**src/rtl/mc_col_if.sv**
```systemverilog
// Host request/response bundle for the mc column controller.
// Master is the host; slave is the controller.
interface mc_col_if #(
    parameter int ADDR_W = 4,
    parameter int WIDTH  = 8
) ();
    logic              req_valid;
    logic              req_ready;
    logic              req_we;
    logic [ADDR_W-1:0] req_addr;
    logic [WIDTH-1:0]  req_wdata;
    logic              rsp_valid;
    logic [WIDTH-1:0]  rsp_rdata;
    logic              rsp_err;

    modport master (
        output req_valid, req_we, req_addr, req_wdata,
        input  req_ready, rsp_valid, rsp_rdata, rsp_err
    );

    modport slave (
        input  req_valid, req_we, req_addr, req_wdata,
        output req_ready, rsp_valid, rsp_rdata, rsp_err
    );
endinterface

```
**src/rtl/mc_col_ctrl.sv**
```systemverilog
// Sequences bitline drive/release and a single wordline pulse for one-word mc array accesses.
// Latency WL_CYC+3 cycles from accept to rsp_valid; one request in flight, req_ready only in IDLE.
module mc_col_ctrl #(
    parameter int ROWS   = 16,
    parameter int ADDR_W = 4,
    parameter int WIDTH  = 8,
    parameter int WL_CYC = 2
) (
    input  logic             clk,
    input  logic             rst_n,
    mc_col_if.slave          host,
    output logic [ROWS-1:0]  wl,
    output logic             bl_oe,
    output logic [WIDTH-1:0] bl_o,
    output logic [WIDTH-1:0] blb_o,
    input  logic [WIDTH-1:0] bl_i,
    input  logic [WIDTH-1:0] blb_i
);
    typedef enum logic [2:0] {IDLE, SETUP, WL_ON, HOLD, DONE} state_t;

    localparam int                CNT_W    = (WL_CYC > 1) ? $clog2(WL_CYC) : 1;
    localparam logic [CNT_W-1:0]  CNT_LAST = CNT_W'(WL_CYC - 1);
    localparam logic [ADDR_W:0]   ROWS_LIM = (ADDR_W + 1)'(ROWS);

    state_t            state, state_nxt;
    logic [CNT_W-1:0]  wl_cnt;
    logic              we_q, rng_q;
    logic [ADDR_W-1:0] addr_q;
    logic [WIDTH-1:0]  wdata_q;
    logic [WIDTH-1:0]  samp_dat;
    logic              samp_err;

    logic              accept, wl_last;
    logic              we_n, rng_n, drive_n;
    logic [ADDR_W-1:0] addr_n;
    logic [WIDTH-1:0]  wdata_n;

    assign accept  = host.req_valid && host.req_ready;
    assign wl_last = (wl_cnt == CNT_LAST);

    always_comb begin
        state_nxt = state;
        case (state)
            IDLE:    if (accept) state_nxt = SETUP;
            SETUP:   state_nxt = WL_ON;
            WL_ON:   if (wl_last) state_nxt = HOLD;
            HOLD:    state_nxt = DONE;
            DONE:    state_nxt = IDLE;
            default: state_nxt = IDLE;
        endcase
    end

    // Operands for the cycle being entered: the live request on the accepting edge, else the latch.
    always_comb begin
        we_n    = accept ? host.req_we    : we_q;
        addr_n  = accept ? host.req_addr  : addr_q;
        wdata_n = accept ? host.req_wdata : wdata_q;
        rng_n   = ({1'b0, addr_n} < ROWS_LIM);
        drive_n = we_n && rng_n &&
                  (state_nxt == SETUP || state_nxt == WL_ON || state_nxt == HOLD);
    end

    always_ff @(posedge clk or negedge rst_n) begin
        if (!rst_n) begin
            state          <= IDLE;
            wl_cnt         <= '0;
            we_q           <= 1'b0;
            rng_q          <= 1'b0;
            addr_q         <= '0;
            wdata_q        <= '0;
            samp_dat       <= '0;
            samp_err       <= 1'b0;
            wl             <= '0;
            bl_oe          <= 1'b0;
            bl_o           <= '0;
            blb_o          <= '0;
            host.req_ready <= 1'b1;
            host.rsp_valid <= 1'b0;
            host.rsp_rdata <= '0;
            host.rsp_err   <= 1'b0;
        end else begin
            state  <= state_nxt;
            wl_cnt <= (state == WL_ON) ? wl_cnt + CNT_W'(1) : '0;
            if (accept) begin
                we_q    <= host.req_we;
                addr_q  <= host.req_addr;
                wdata_q <= host.req_wdata;
                rng_q   <= rng_n;
            end
            host.req_ready <= (state_nxt == IDLE);
            wl    <= (state_nxt == WL_ON && rng_n) ? (ROWS'(1) << addr_n) : '0;
            bl_oe <= drive_n;
            bl_o  <= drive_n ? wdata_n  : '0;
            blb_o <= drive_n ? ~wdata_n : '0;
            // Sense on the edge closing the last wordline cycle, while the cells still drive the pairs.
            if (state == WL_ON && wl_last) begin
                samp_dat <= bl_i;
                samp_err <= |(bl_i ~^ blb_i);
            end
            host.rsp_valid <= (state_nxt == DONE);
            if (state_nxt == DONE) begin
                host.rsp_rdata <= (!we_q && rng_q) ? samp_dat : '0;
                host.rsp_err   <= !rng_q || (!we_q && samp_err);
            end
        end
    end
endmodule

```
**src/flat_wrapper.sv**
```systemverilog
// flat-port wrapper written by rule: the top's interface ports become plain ports
module mc_col_ctrl_flat 
#(
    parameter int ROWS   = 16,
    parameter int ADDR_W = 4,
    parameter int WIDTH  = 8,
    parameter int WL_CYC = 2
)
  (clk, rst_n, wl, bl_oe, bl_o, blb_o, bl_i, blb_i, host_req_valid, host_req_we, host_req_addr, host_req_wdata, host_req_ready, host_rsp_valid, host_rsp_rdata, host_rsp_err);
  mc_col_if #(.ADDR_W(ADDR_W), .WIDTH(WIDTH)) host_i ();
  input  logic clk;
  input  logic rst_n;
  output logic [ROWS-1:0] wl;
  output logic bl_oe;
  output logic [WIDTH-1:0] bl_o;
  output logic [WIDTH-1:0] blb_o;
  input  logic [WIDTH-1:0] bl_i;
  input  logic [WIDTH-1:0] blb_i;
  input wire logic [$bits(host_i.req_valid)-1:0] host_req_valid;
  input wire logic [$bits(host_i.req_we)-1:0] host_req_we;
  input wire logic [$bits(host_i.req_addr)-1:0] host_req_addr;
  input wire logic [$bits(host_i.req_wdata)-1:0] host_req_wdata;
  output wire logic [$bits(host_i.req_ready)-1:0] host_req_ready;
  output wire logic [$bits(host_i.rsp_valid)-1:0] host_rsp_valid;
  output wire logic [$bits(host_i.rsp_rdata)-1:0] host_rsp_rdata;
  output wire logic [$bits(host_i.rsp_err)-1:0] host_rsp_err;
  assign host_i.req_valid = host_req_valid;
  assign host_i.req_we = host_req_we;
  assign host_i.req_addr = host_req_addr;
  assign host_i.req_wdata = host_req_wdata;
  assign host_req_ready = host_i.req_ready;
  assign host_rsp_valid = host_i.rsp_valid;
  assign host_rsp_rdata = host_i.rsp_rdata;
  assign host_rsp_err = host_i.rsp_err;
  mc_col_ctrl #(.ROWS(ROWS), .ADDR_W(ADDR_W), .WIDTH(WIDTH), .WL_CYC(WL_CYC)) u_core (.clk(clk), .rst_n(rst_n), .host(host_i), .wl(wl), .bl_oe(bl_oe), .bl_o(bl_o), .blb_o(blb_o), .bl_i(bl_i), .blb_i(blb_i));
endmodule
```
**config.mk**
```make
export PLATFORM = sky130hd
export DESIGN_NAME = mc_col_ctrl_flat
export DESIGN_NICKNAME = d
export VERILOG_FILES = /design/src/rtl/mc_col_if.sv /design/src/rtl/mc_col_ctrl.sv /design/src/flat_wrapper.sv
export SDC_FILE = /design/constraint.sdc
export NUM_CORES = 1
export LEC_CHECK = 0
export CORE_ASPECT_RATIO = 0.5
export CORE_MARGIN = 2
export CORE_UTILIZATION = 47
export DETAILED_ROUTE_END_ITERATION = 10
export HOLD_SLACK_MARGIN = 0.12
export PLACE_DENSITY = 0.79
export SLEW_MARGIN = 20
export SYNTH_ARGS = -nofsm -noshare
export SYNTH_HDL_FRONTEND = slang
export SYNTH_SLANG_ARGS = --single-unit
```
**constraint.sdc**
```tcl
create_clock -name clk -period 2.4 [get_ports clk]
set_clock_uncertainty 0.2 [all_clocks]
set_input_delay 0.48 -clock clk [delete_from_list [all_inputs] [get_ports clk]]
set_output_delay 0.48 -clock clk [all_outputs]
set_load 0.01 [all_outputs]
```
==> metrics.yaml <==
detailed_routing:
  wl_um: 5510
  drt-initial-drc-count: 53
  wire_per_inst_um: 13.9
  route.detailed.drc: 0
  ant_nets: 0
  firstDrtPassIters: 4
  viasPerCell: 4.85
  route.vias.total: 1927
finish:
  antenna_cells: 0
  fin_nets: 351
  fillCellCount: 404
  syn_to_final_growth_pct: 43.0
  drive_gt1_share_pct: 12.3
  final_util_pct: 70.0
critical_path:
  critPathMaxStageDelay_ps: 580
  path_class: "reg -> out"
  startpoint: "u_core.host.req_ready"
  end_kind: "output port"
  r2r-start: "u_core.host.req_ready"
  crit_slowest_cell: "dfstp_2"
  rr_worst_depth: 4
  worstSetupStartpointType: "flop"
  crit_buf_inv: 1
  cp.required_ps: 1720
  path_max_fanout: 6
  ff2ff_setup_slack_ps: 530
  crit_arrival_ps: 1460
  path_cells: "clkdlybuf4s50_1"
  crit_path_end: "host_req_ready"
  crit_family: "flip-flops"
  crit_cells: 1
  r2r-end: "u_core.wl[0]"
logic_synthesis:
  synth.area.top_cells: "dfrtp_1, nand2_1, nor2_1, mux2_2, xor2_1"
  synth_edf_count: 0
  synth_common_cells: "dfrtp_1, nand2_1, nor2_1"
  yosys_most_used_dff: "dfrtp_1"
  ys_warn_count: 0
  synth_top_area_cell: "dfrtp_1"
  yosysSeqAreaShare_pct: 65.9
  synth.top_cell.area_share_pct: 64.9
  syn-cell-area_um2: 2700
  syn-mean-instance-area_um2: 11.4
  yosysMostFrequentCell: "dfrtp_1"
  async_reset_ff_share_pct: 100
  synthCells: 237
  ys_ff_latch: 71
  yosysUniqueCellTypes: 33
  synth_nets: 269
clock_network:
  clk_pin_slew_worst_paths_ps: 50
  cts_inserted_buffers: 9
  ctsResizeCount: 0
  cts_setup_buffers: 0
  insertion_delay_ps: 330
  cts_tree: "yes"
  cts_max_level: 3
  cts_buffer_depth: 2
  cts_sinks: 71
  clockRootBuffer: "clkbuf_16"
  hold_buffers: 1
floorplanning:
  die_w_um: 111
  coreArea_um2: 5520
  die_y_um: 57.6
  fp-row-count: 19
  initial_core_util_pct: 48.9
  fp.dieArea_um2: 6400
  pin_count: 76
placement:
  hpwl_um: 3980
  gp_congestion: 0.814
  io_buffers: 75
run_status:
  outcome: "finished, final reports clean"
pwr:
  pwr-share-seq_pct: 38.0
  irDropWorstVdd_v: 0.000598
  pwr-share-comb_pct: 32.6
  switchingPower_mw: 1.50
  p_per_area_nw_per_um2: 1260
  leakage_nw: 1.80
  internal-power_mw: 3.37
  p_sw_share_pct: 30.8
  p_clk_share_pct: 29.5
sta:
  min_period_ps: 2140
  period_share_pct: 89.1
  hold_viol: 0
  relSlewSlack_pct: 59.5
  setup_viol: 0
  slew_violations: 0
  grt_setup_unrepaired: "false"
  finalSetupTns_ps: 0
  fmax_mhz: 468
  tightest_slew_ps: 607
global_routing:
  grt_pass1_wl_um: 9270
  grt_use_total_pct: 19.1
  grt_max_degree: 35
  grt_pass1_vias: 1972
  overflow: 0
  antenna_found_initial: 0
min_path:
  hold_path.class: "reg -> reg"
  whs_path_depth: 2
job:
  maxCapViolCount: 0
## state kept, by name, indices dropped and copies added, names as in the netlist, 3 cells and up
name	count
u_core.wl	16
u_core.bl_o	8
u_core.blb_o	8
u_core.host.rsp_rdata	8
u_core.samp_dat	8
u_core.wdata_q	8
u_core.addr_q	4
u_core.state	3
## metal layers
metal	vias to the layer above	wire [µm]	global-route usage, %	share of wire, %
met5	-	0	0	0
met4	0	94	7.23	1.7
met3	12	288	6.80	5.2
met2	51	2790	32.2	51
met1	945	2340	23.3	42
li1	919	-	-	-
## worst register-to-register path: stages (launching register included)
cell and delay [ps]:
dfstp_2 580, and2_4 240, mux2i_1 380, inv_1 170, nor3_1 210
## power groups by stage
stage	Combinational (mW)	Sequential [mW]	Clock, mW
final	1.59	1.85	1.43
after floorplan	0.843	1.92	0
after global placement	1.53	1.84	0
after global routing	1.74	1.89	1.52
after CTS	1.60	1.85	1.46
after detailed placement	1.59	1.86	0
## metrics by stage
step	std cells	hold slack (ps)	power (mW)	area [µm²]	setup slack, ps
finish	397	266	4.87	3860	261
global route	397	283	5.15	3860	223
CTS	397	266	4.91	3860	247
detailed placement	380	255	3.45	3520	52.6
global placement	380	233	3.38	3520	137
floorplan	237	-15.6	2.76	2700	599
## how the worst min path moves through the flow
stage	slack (ps)	to	start
floorplan	-20	u_core.addr_q[0]	rst_n
finish	270	u_core.host.rsp_rdata[5]	u_core.host.rsp_rdata[5]
CTS	270	u_core.wl_cnt	u_core.wl_cnt
global placement	230	u_core.wl_cnt	u_core.wl_cnt
detailed placement	250	u_core.host.rsp_rdata[5]	u_core.host.rsp_rdata[5]
global route	280	u_core.wl_cnt	u_core.wl_cnt
## cells by family after synthesis
logic type	count (synthesis)	share of synthesized area [%]
compound gates	10	2.41
xor+xnor	8	2.60
buf+inv	15	3.06
flops	71	65.9
mux	12	5.19
simple gates	121	20.9
## placed cells by master, fill, tap and decap left out, types with 3 or more instances in the layout
master / count
nand4_1: 3
clkdlybuf4s50_1: 74
inv_1: 5
mux2_2: 8
nand3_1: 8
nor2b_1: 9
o21ai_0: 3
buf_4: 3
dfrtp_1: 70
xor2_1: 8
nand2_1: 54
clkbuf_16: 9
nor3_1: 5
a21oi_1: 4
nand2b_1: 5
nor2_1: 27
## final cells by class
type / count / area (µm²) / share of cell area [%]
clock inverters: 5 / 78.8 / 2.04
multi-input cells: 151 / 838 / 21.7
repair buffers: 80 / 798 / 20.7
inverters: 6 / 22.5 / 0.583
flip-flops and latches: 71 / 1780 / 46.1
clock buffers: 11 / 253 / 6.55
well taps: 73 / 91.3 / 2.37
(Power assumes the default switching activity.)
